File: config.mk
export PLATFORM = sky130hd
export DESIGN_NAME = sadd_operand_serializer
export DESIGN_NICKNAME = d
export VERILOG_FILES = /design/src/rtl/sadd_pkg.sv /design/src/rtl/sadd_operand_serializer_lane_pick.sv /design/src/rtl/sadd_operand_serializer.sv
export SDC_FILE = /design/constraint.sdc
export NUM_CORES = 1
export LEC_CHECK = 0
export BUFFER_PORTS_ARGS = -buffer_cell sky130_fd_sc_hd__buf_2
export CORE_AREA = 4 4 238 147
export CTS_CLUSTER_SIZE = 28
export DETAILED_ROUTE_END_ITERATION = 8
export DIE_AREA = 0 0 242 151
export PLACE_DENSITY = 0.45
export SLEW_MARGIN = 15
export SYNTH_ARGS = -nofsm -noshare
export SYNTH_HDL_FRONTEND = slang
export SYNTH_SLANG_ARGS = --single-unit
File: constraint.sdc
create_clock -name clk -period 2.7 [get_ports clk]
set_input_delay 0.405 -clock clk [delete_from_list [all_inputs] [get_ports clk]]
set_output_delay 0.405 -clock clk [all_outputs]
set_load 0.03 [all_outputs]
File: src/rtl/sadd_pkg.sv
// Shared definitions for the serial signed-add datapath: default widths,
// serializer state encoding and the operand sign-extension helper.
package sadd_pkg;

    localparam int N_LANES = 16;
    localparam int OP_W    = 8;
    localparam int ACC_W   = 32;
    localparam int IDX_W   = 4;

    typedef enum logic [0:0] {
        IDLE = 1'b0,
        SEND = 1'b1
    } state_e;

    // Lossless widening of a two's-complement operand to accumulator width.
    function automatic logic [ACC_W-1:0] sext(input logic [OP_W-1:0] x);
        return {{(ACC_W-OP_W){x[OP_W-1]}}, x};
    endfunction

endpackage

File: src/rtl/sadd_operand_serializer_lane_pick.sv
// Lowest-set-bit priority encoder over the remaining lane mask; only_one
// flags that the picked lane is the final one still pending.
module lane_pick #(
    parameter int N  = 16,
    parameter int IW = 4
) (
    input  logic [N-1:0]  mask,
    output logic [IW-1:0] idx,
    output logic          any,
    output logic          only_one
);

    // Scan from the top so the lowest set bit is the one that sticks.
    always_comb begin
        idx = {IW{1'b0}};
        for (int i = N - 1; i >= 0; i--) begin
            idx = mask[i] ? IW'(i) : idx;
        end
    end

    // Clearing the lowest set bit leaves nothing exactly when one bit was set.
    always_comb begin
        any      = |mask;
        only_one = any && ((mask & (mask - {{(N-1){1'b0}}, 1'b1})) == {N{1'b0}});
    end

endmodule

File: src/rtl/sadd_operand_serializer.sv
// Captures N signed operands plus an enable mask and streams the enabled
// lanes, sign-extended, one beat per cycle over a valid/ready interface.
module sadd_operand_serializer
    import sadd_pkg::*;
#(
    parameter int N  = N_LANES,
    parameter int W  = OP_W,
    parameter int DW = ACC_W,
    parameter int IW = IDX_W
) (
    input  logic          clk,
    input  logic          rst,
    input  logic          load,
    input  logic [N*W-1:0] lanes,
    input  logic [N-1:0]  lane_en,
    output logic          busy,
    output logic          out_valid,
    input  logic          out_ready,
    output logic [DW-1:0] out_data,
    output logic [IW-1:0] out_idx,
    output logic          out_last
);

    state_e         state_q, state_d;
    logic [N*W-1:0] hold_q, hold_d;
    logic [N-1:0]   mask_q, mask_d;
    logic           busy_q, busy_d;
    logic           valid_q, valid_d;
    logic [DW-1:0]  data_q, data_d;
    logic [IW-1:0]  idx_q, idx_d;
    logic           last_q, last_d;

    logic [IW-1:0]  pick_idx_s;
    logic           pick_any_s;
    logic           pick_one_s;
    logic [W-1:0]   pick_lane_s;
    logic [DW-1:0]  pick_data_s;

    // The mask excludes the lane already sitting in the output register,
    // so the encoder always names the next beat to present.
    lane_pick #(.N(N), .IW(IW)) u_pick (
        .mask     (mask_q),
        .idx      (pick_idx_s),
        .any      (pick_any_s),
        .only_one (pick_one_s)
    );

    assign pick_lane_s = hold_q[pick_idx_s*W +: W];

    generate
        if (W == OP_W && DW == ACC_W) begin : g_pkg_sext
            assign pick_data_s = pick_any_s ? sext(pick_lane_s) : {DW{1'b0}};
        end else begin : g_cast_sext
            assign pick_data_s = pick_any_s ? DW'($signed(pick_lane_s)) : {DW{1'b0}};
        end
    endgenerate

    // Next-state, capture and output-register loading.
    always_comb begin
        state_d = state_q;
        hold_d  = hold_q;
        mask_d  = mask_q;
        valid_d = valid_q;
        data_d  = data_q;
        idx_d   = idx_q;
        last_d  = last_q;
        case (state_q)
            IDLE: begin
                if (load) begin
                    hold_d  = lanes;
                    mask_d  = lane_en;
                    state_d = SEND;
                end else begin
                    state_d = IDLE;
                end
            end
            SEND: begin
                if (!valid_q || out_ready) begin
                    if (valid_q && last_q) begin
                        state_d = IDLE;
                        valid_d = 1'b0;
                        data_d  = {DW{1'b0}};
                        idx_d   = {IW{1'b0}};
                        last_d  = 1'b0;
                    end else begin
                        // An empty mask still yields one zero terminator beat.
                        valid_d = 1'b1;
                        data_d  = pick_data_s;
                        idx_d   = pick_idx_s;
                        last_d  = !pick_any_s || pick_one_s;
                        mask_d  = mask_q & ~({{(N-1){1'b0}}, 1'b1} << pick_idx_s);
                    end
                end else begin
                    state_d = SEND;
                end
            end
            default: begin
                state_d = IDLE;
                mask_d  = {N{1'b0}};
                valid_d = 1'b0;
                data_d  = {DW{1'b0}};
                idx_d   = {IW{1'b0}};
                last_d  = 1'b0;
            end
        endcase
        busy_d = (state_d == SEND);
    end

    // State and output registers; reset discards any in-flight vector.
    always_ff @(posedge clk or negedge rst) begin
        if (!rst) begin
            state_q <= IDLE;
            hold_q  <= {(N*W){1'b0}};
            mask_q  <= {N{1'b0}};
            busy_q  <= 1'b0;
            valid_q <= 1'b0;
            data_q  <= {DW{1'b0}};
            idx_q   <= {IW{1'b0}};
            last_q  <= 1'b0;
        end else begin
            state_q <= state_d;
            hold_q  <= hold_d;
            mask_q  <= mask_d;
            busy_q  <= busy_d;
            valid_q <= valid_d;
            data_q  <= data_d;
            idx_q   <= idx_d;
            last_q  <= last_d;
        end
    end

    assign busy      = busy_q;
    assign out_valid = valid_q;
    assign out_data  = data_q;
    assign out_idx   = idx_q;
    assign out_last  = last_q;

endmodule

# == Yosys cells after proc, flatten, opt, wreduce, memory -nomap -nowiden ==
# Index checks and enable logic that the tools add are counted.
# totals
reg_bits,183
output_inout_bits,39
in_bits,148
wordCells,56
# op_classes
n_eq_ne,3
n_reduce_logical,11
bitwise,4
mux,28
add_sub_neg,1
shift,2
# ops
cell,n
128-bit by 8-bit indexed part select with 8-bit output,1
4-bit 2-to-1 mux,17
32-bit 2-to-1 mux,2
16-bit 2-to-1 mux,3
16-bit bitwise AND,2
16-bit case mux with 2 select lines,1
16-bit zero test,1
16-bit inverter,1
16-bit OR reduction,1
"1-bit by 4-bit left shift with 16-bit output, first input constant",1
"16-bit by 1-bit subtractor with 16-bit output, second input constant",1
1-bit 2-to-1 mux,4
"2-bit inequality test, second input constant",2
2-bit AND reduction,2
3-bit AND reduction,1
1-bit logical AND,2
1-bit zero test,2
1-bit logical OR,2
"2-bit by 1-bit inequality test with 1-bit output, second input constant",1
1-bit case mux with 2 select lines,1
1-bit inverter,1

# == Logic depth before layout (Yosys ltp) ==
# logic_depth
ltp_word,22
ltp_mapped,11
depth_no_buf,7

# == By module ==
# From an unflattened synthesis, not the netlist that was laid out.
# hier_totals
hier_cells,574
hier_area_um2,7573.5
# by_module_without_submodules
mod,cells_each,instances,area_each_um2,seq_area_each_um2
sadd_operand_serializer,518,1,7249.5,3978.8
lane_pick,56,1,324.1,0.0

# == Worst setup path before layout ==
# No wires, ideal clock.
# synth_path
path_kind,register to register
start,register mask_q[5]
end,"register data_q[0], in the netlist out_data[0]"
stages_incl_launch_ff,10
slack_ns,0.260
setup_time_ns,0.131
n_path_buf,2
period_less_slack_ns,2.440
t_arrival_ns,2.309
required_time_ns,2.569
path_cell_list,dfrtp_1 -> buf_2 -> nor3b_1 -> a2111oi_1 -> o21a_1 -> buf_2 -> mux2i_1 -> nor3_1 -> a2111o_1 -> or3_1
# synth_via
elab_chain_len,9
elab_cells_between_ends,10
classes_between,1 x shift; 8 x mux; 1 x reduce/logical
# synth_rtl
element,line_no,rtl
"start, declared",sadd_operand_serializer.sv:26,"logic [N-1:0] mask_q, mask_d;"
"start signal, assigned",sadd_operand_serializer.sv:114,mask_q <= {N{1'b0}};
"start signal, assigned",sadd_operand_serializer.sv:123,mask_q <= mask_d;
4-bit 2-to-1 mux (6 in series),sadd_operand_serializer_lane_pick.sv:17,idx = mask[i] ? IW'(i) : idx;
128-bit by 8-bit indexed part select with 8-bit output,sadd_operand_serializer.sv:48,assign pick_lane_s = hold_q[pick_idx_s*W +: W];
32-bit 2-to-1 mux *,sadd_operand_serializer.sv:52,assign pick_data_s = pick_any_s ? sext(pick_lane_s) : {DW{1'b0}};
32-bit 2-to-1 mux *,sadd_operand_serializer.sv:79,if (valid_q && last_q) begin
"end signal, assigned",sadd_operand_serializer.sv:117,data_q <= {DW{1'b0}};
"end signal, assigned",sadd_operand_serializer.sv:126,data_q <= data_d;
"end, declared",sadd_operand_serializer.sv:29,"logic [DW-1:0] data_q, data_d;"
# Mark *: on every way between the ends. The rest lies on a longest branch, timed or not.
# A chain may end at the register's enable or synchronous reset.

# == Worst setup path after layout ==
# layout_path
start,register mask_q[6]
end,"register data_q[0], in the netlist out_data[0]"
# layout_via
elab_chain_len,10
elab_cells_between_ends,11
classes_between,1 x shift; 9 x mux; 1 x reduce/logical
# layout_rtl
element,line_no
4-bit 2-to-1 mux (7 in series),sadd_operand_serializer_lane_pick.sv:17
128-bit by 8-bit indexed part select with 8-bit output,sadd_operand_serializer.sv:48
32-bit 2-to-1 mux *,sadd_operand_serializer.sv:52
32-bit 2-to-1 mux *,sadd_operand_serializer.sv:79
# Marked as above.

==> impl_metrics.py <==
metrics = {
    "status": {
        "status": "completed",
    },
    "global_route": {
        "grt_pass1_wl_mm": 41.9,
        "grt_antenna_before_repair": 0,
        "grt_max_degree": 100,
        "grt.total_usage_pct": 15.4,
        "overflow": 0,
        "grt_pass1_vias": 6436,
    },
    "setup_path": {
        "cp.required_ns": 3.02,
        "r2r_cells": 8,
        "start_kind": "flop",
        "cp.arrival_ns": 2.93,
        "critical_path_class": "flop to flop",
        "cpPeakStageDelay_ns": 0.50,
        "critical_path.cell_chain": "nor2b_1, or4_4, a21oi_2, nand2b_2, buf_12, mux2i_2, a21boi_1, or3_1",
        "crit_slowest_cell": "or4_4",
        "worst_setup_path_end_kind": "flop",
        "crit_fanout": 13,
    },
    "die": {
        "dieArea_sq_um": 36500,
        "dieHeight_um": 151,
        "initial_utilization_pct": 24.6,
        "die_x_um": 242,
        "core_sq_um": 33100,
        "core.rowCount": 52,
        "ios": 187,
    },
    "routing": {
        "vias": 6353,
        "antenna_left": 0,
        "first_iter_violations": 446,
        "wire_per_inst_um": 21.1,
        "dr.pass1.iters": 5,
        "wirelength_mm": 28.3,
        "vias_per_cell": 4.73,
        "route.detailed.drc": 0,
    },
    "clock_network": {
        "clock-sinks": 159,
        "cts_buffer_depth": 2,
        "numCtsBuffers": 17,
        "cts_tree": "yes",
        "clkSlewWorstSetupHoldPaths_ns": 0.06,
        "insertion_delay_ns": 0.45,
        "root_buffer": "clkbuf_16",
        "htreeDepth": 4,
    },
    "finish": {
        "final_util_pct": 31.5,
        "fillCellCount": 3418,
        "synthToLayoutAreaGrowth_pct": 27.8,
        "final_nets": 1046,
        "drive_above_1_share_pct": 45.7,
        "antenna_cells": 0,
    },
    "min_path": {
        "hp-class": "primary input to flop",
        "hold_depth": 3,
    },
    "synth": {
        "ys_warn_count": 0,
        "yosysTopAreaCell": "dfrtp_1",
        "synthesis.nets": 866,
        "postSynthAreaPerCell_sq_um": 11.3,
        "ys_types": 57,
        "netlist_instances": 718,
        "synth_most_common_cell": "dfrtp_1",
        "synth_common_cells": "dfrtp_1 (159), mux2_2 (123), nand2_1 (53), clkbuf_1 (35), o21ai_0 (30)",
        "synth.top_cell.area_share_pct": 48.9,
        "ys_seq_area_share_pct": 48.9,
        "ys_seq_elements": 159,
        "async_reset_ff_share_pct": 100,
        "synth_edf_count": 0,
        "synth_area_sq_um": 8140,
        "synth.area.top_cells": "dfrtp_1 (49%), mux2_2 (17%), mux2i_1 (3.6%)",
        "synth_ff_type": "dfrtp_1",
    },
    "sta": {
        "fin_ws_ns": 0.0943,
        "final.setup.tns_ns": 0,
        "min_period_over_period_pct": 96.5,
        "tightest_slew_ns": 0.692,
        "whs_ns": 0.167,
        "fmax_mhz": 384,
        "relSlewSlack_pct": 53.9,
        "post-route-min-period_ns": 2.61,
        "drv_slew": 0,
        "finClkSkew_ns": 0.0129,
        "hold_viol_final": 0,
        "setup_violations": 0,
    },
    "power_and_ir_drop": {
        "p_per_area_nw_per_um2": 1510,
        "total_leakage_power_nw": 4.61,
        "ir_drop_v": 0.000617,
        "total_power_mw": 15.7,
    },
    "job": {
        "drv_cap": 0,
    },
    "placement": {
        "place_ws_ns": 0.0182,
        "io_buffers": 186,
        "dp_hpwl_mm": 21.4,
        "gp_congestion": 0.872,
    },
}
==> registers in the layout (all words and copies together) (netlist names) <==
register and cells:
hold_q 128, busy 1, out_idx 4, out_valid 1, out_data 8, mask_q 16
out_last 1
==> critical path: cells and delay by family (launching register included) <==
| kind | cells | cell delay [ns] |
|---|---|---|
| flops | 1 | 0.46 |
| mux | 1 | 0.31 |
| simple gates | 4 | 1.22 |
| compound gates | 2 | 0.31 |
| buf+inv | 1 | 0.18 |
==> path summary, 6_finish.rpt <==
| check | to | start | slack (ns) |
|---|---|---|---|
| max in group asynchronous | mask_q[11] | rst | 1.43 |
| min reg2reg | out_idx[1] | out_idx[1] | 0.49 |
| min in group asynchronous | hold_q[89] | rst | 0.54 |
| max | out_data[0] | mask_q[6] | 0.09 |
| min | hold_q[40] | lanes[40] | 0.17 |
| max reg2reg | out_data[0] | mask_q[6] | 0.09 |
==> stage by stage <==
step	cells	instance area, sq um
2_1_floorplan	718	8140
5_1_grt	1343	10400
6_report	1343	10400
3_5_place_dp	1304	9660
4_1_cts	1337	10300
3_3_place_gp	1304	9660
==> power by group <==
group | switching, mW | total [mW] | leakage, nW | internal [mW]
Clock | 1.05 | 2.61 | 0.294 | 1.55
Sequential | 0.909 | 4.50 | 1.92 | 3.59
Combinational | 4.79 | 8.64 | 2.40 | 3.85
==> placed cells by master (no fill, tap or decap), types with 3 or more instances in the layout <==
cell type,instances
nor2_1,13
a2111oi_0,4
a311o_1,4
nand4_1,5
o21ai_1,10
clkinvlp_4,3
bufinv_16,4
and2_1,4
a2111oi_2,3
buf_2,185
and3_1,8
nor2b_1,4
a211oi_1,13
a221oi_2,4
buf_12,9
mux2_2,123
or3_1,3
o211ai_1,11
nor3_1,17
a21oi_1,21
o21ai_0,26
a22o_1,12
mux2i_1,28
a21o_1,3
or4_1,3
nand2_1,53
o31ai_1,16
nand3_1,6
clkbuf_16,18
mux2_1,7
buf_4,43
nor4_1,3
dfrtp_1,159
nand2b_1,4
inv_1,20
o41ai_1,17
==> cell type report <==
cell class,instances,area (sq um),share of cell area [%]
inverter,21,78.8,0.758
multi-input combinational,458,3700,35.6
clock inverter,13,188,1.80
timing repair buffer,241,1490,14.3
tap,432,541,5.19
clock buffer,19,433,4.16
sequential,159,3980,38.2
==> per-layer routing <==
layer  vias up  GRT usage (%)  share of wire [%]
met5         -              0                  0
met4         0           3.39                1.2
met3        20           3.86                5.4
met2       180           20.7                 39
met1      3150           24.4                 54
li1       3003              -                  -
==> timing repair <==
item | in CTS | in global routing
hold buffers | 1 | 0
hold endpoints to repair | 42 | 0
buffers inserted | 0 | 5
resized for setup | 0 | 14
endpoints found under the setup margin | 0 | 9
==> logic make-up after synthesis <==
| kind of cell | Yosys count | synth area share [%] |
|---|---|---|
| flops | 159 | 48.9 |
| simple gates | 133 | 8.07 |
| mux | 160 | 21.7 |
| fa+ha+maj | 1 | 0.123 |
| compound gates | 164 | 14.7 |
| buf+inv | 101 | 6.53 |
Note: power is estimated with default switching activity, not from simulation.
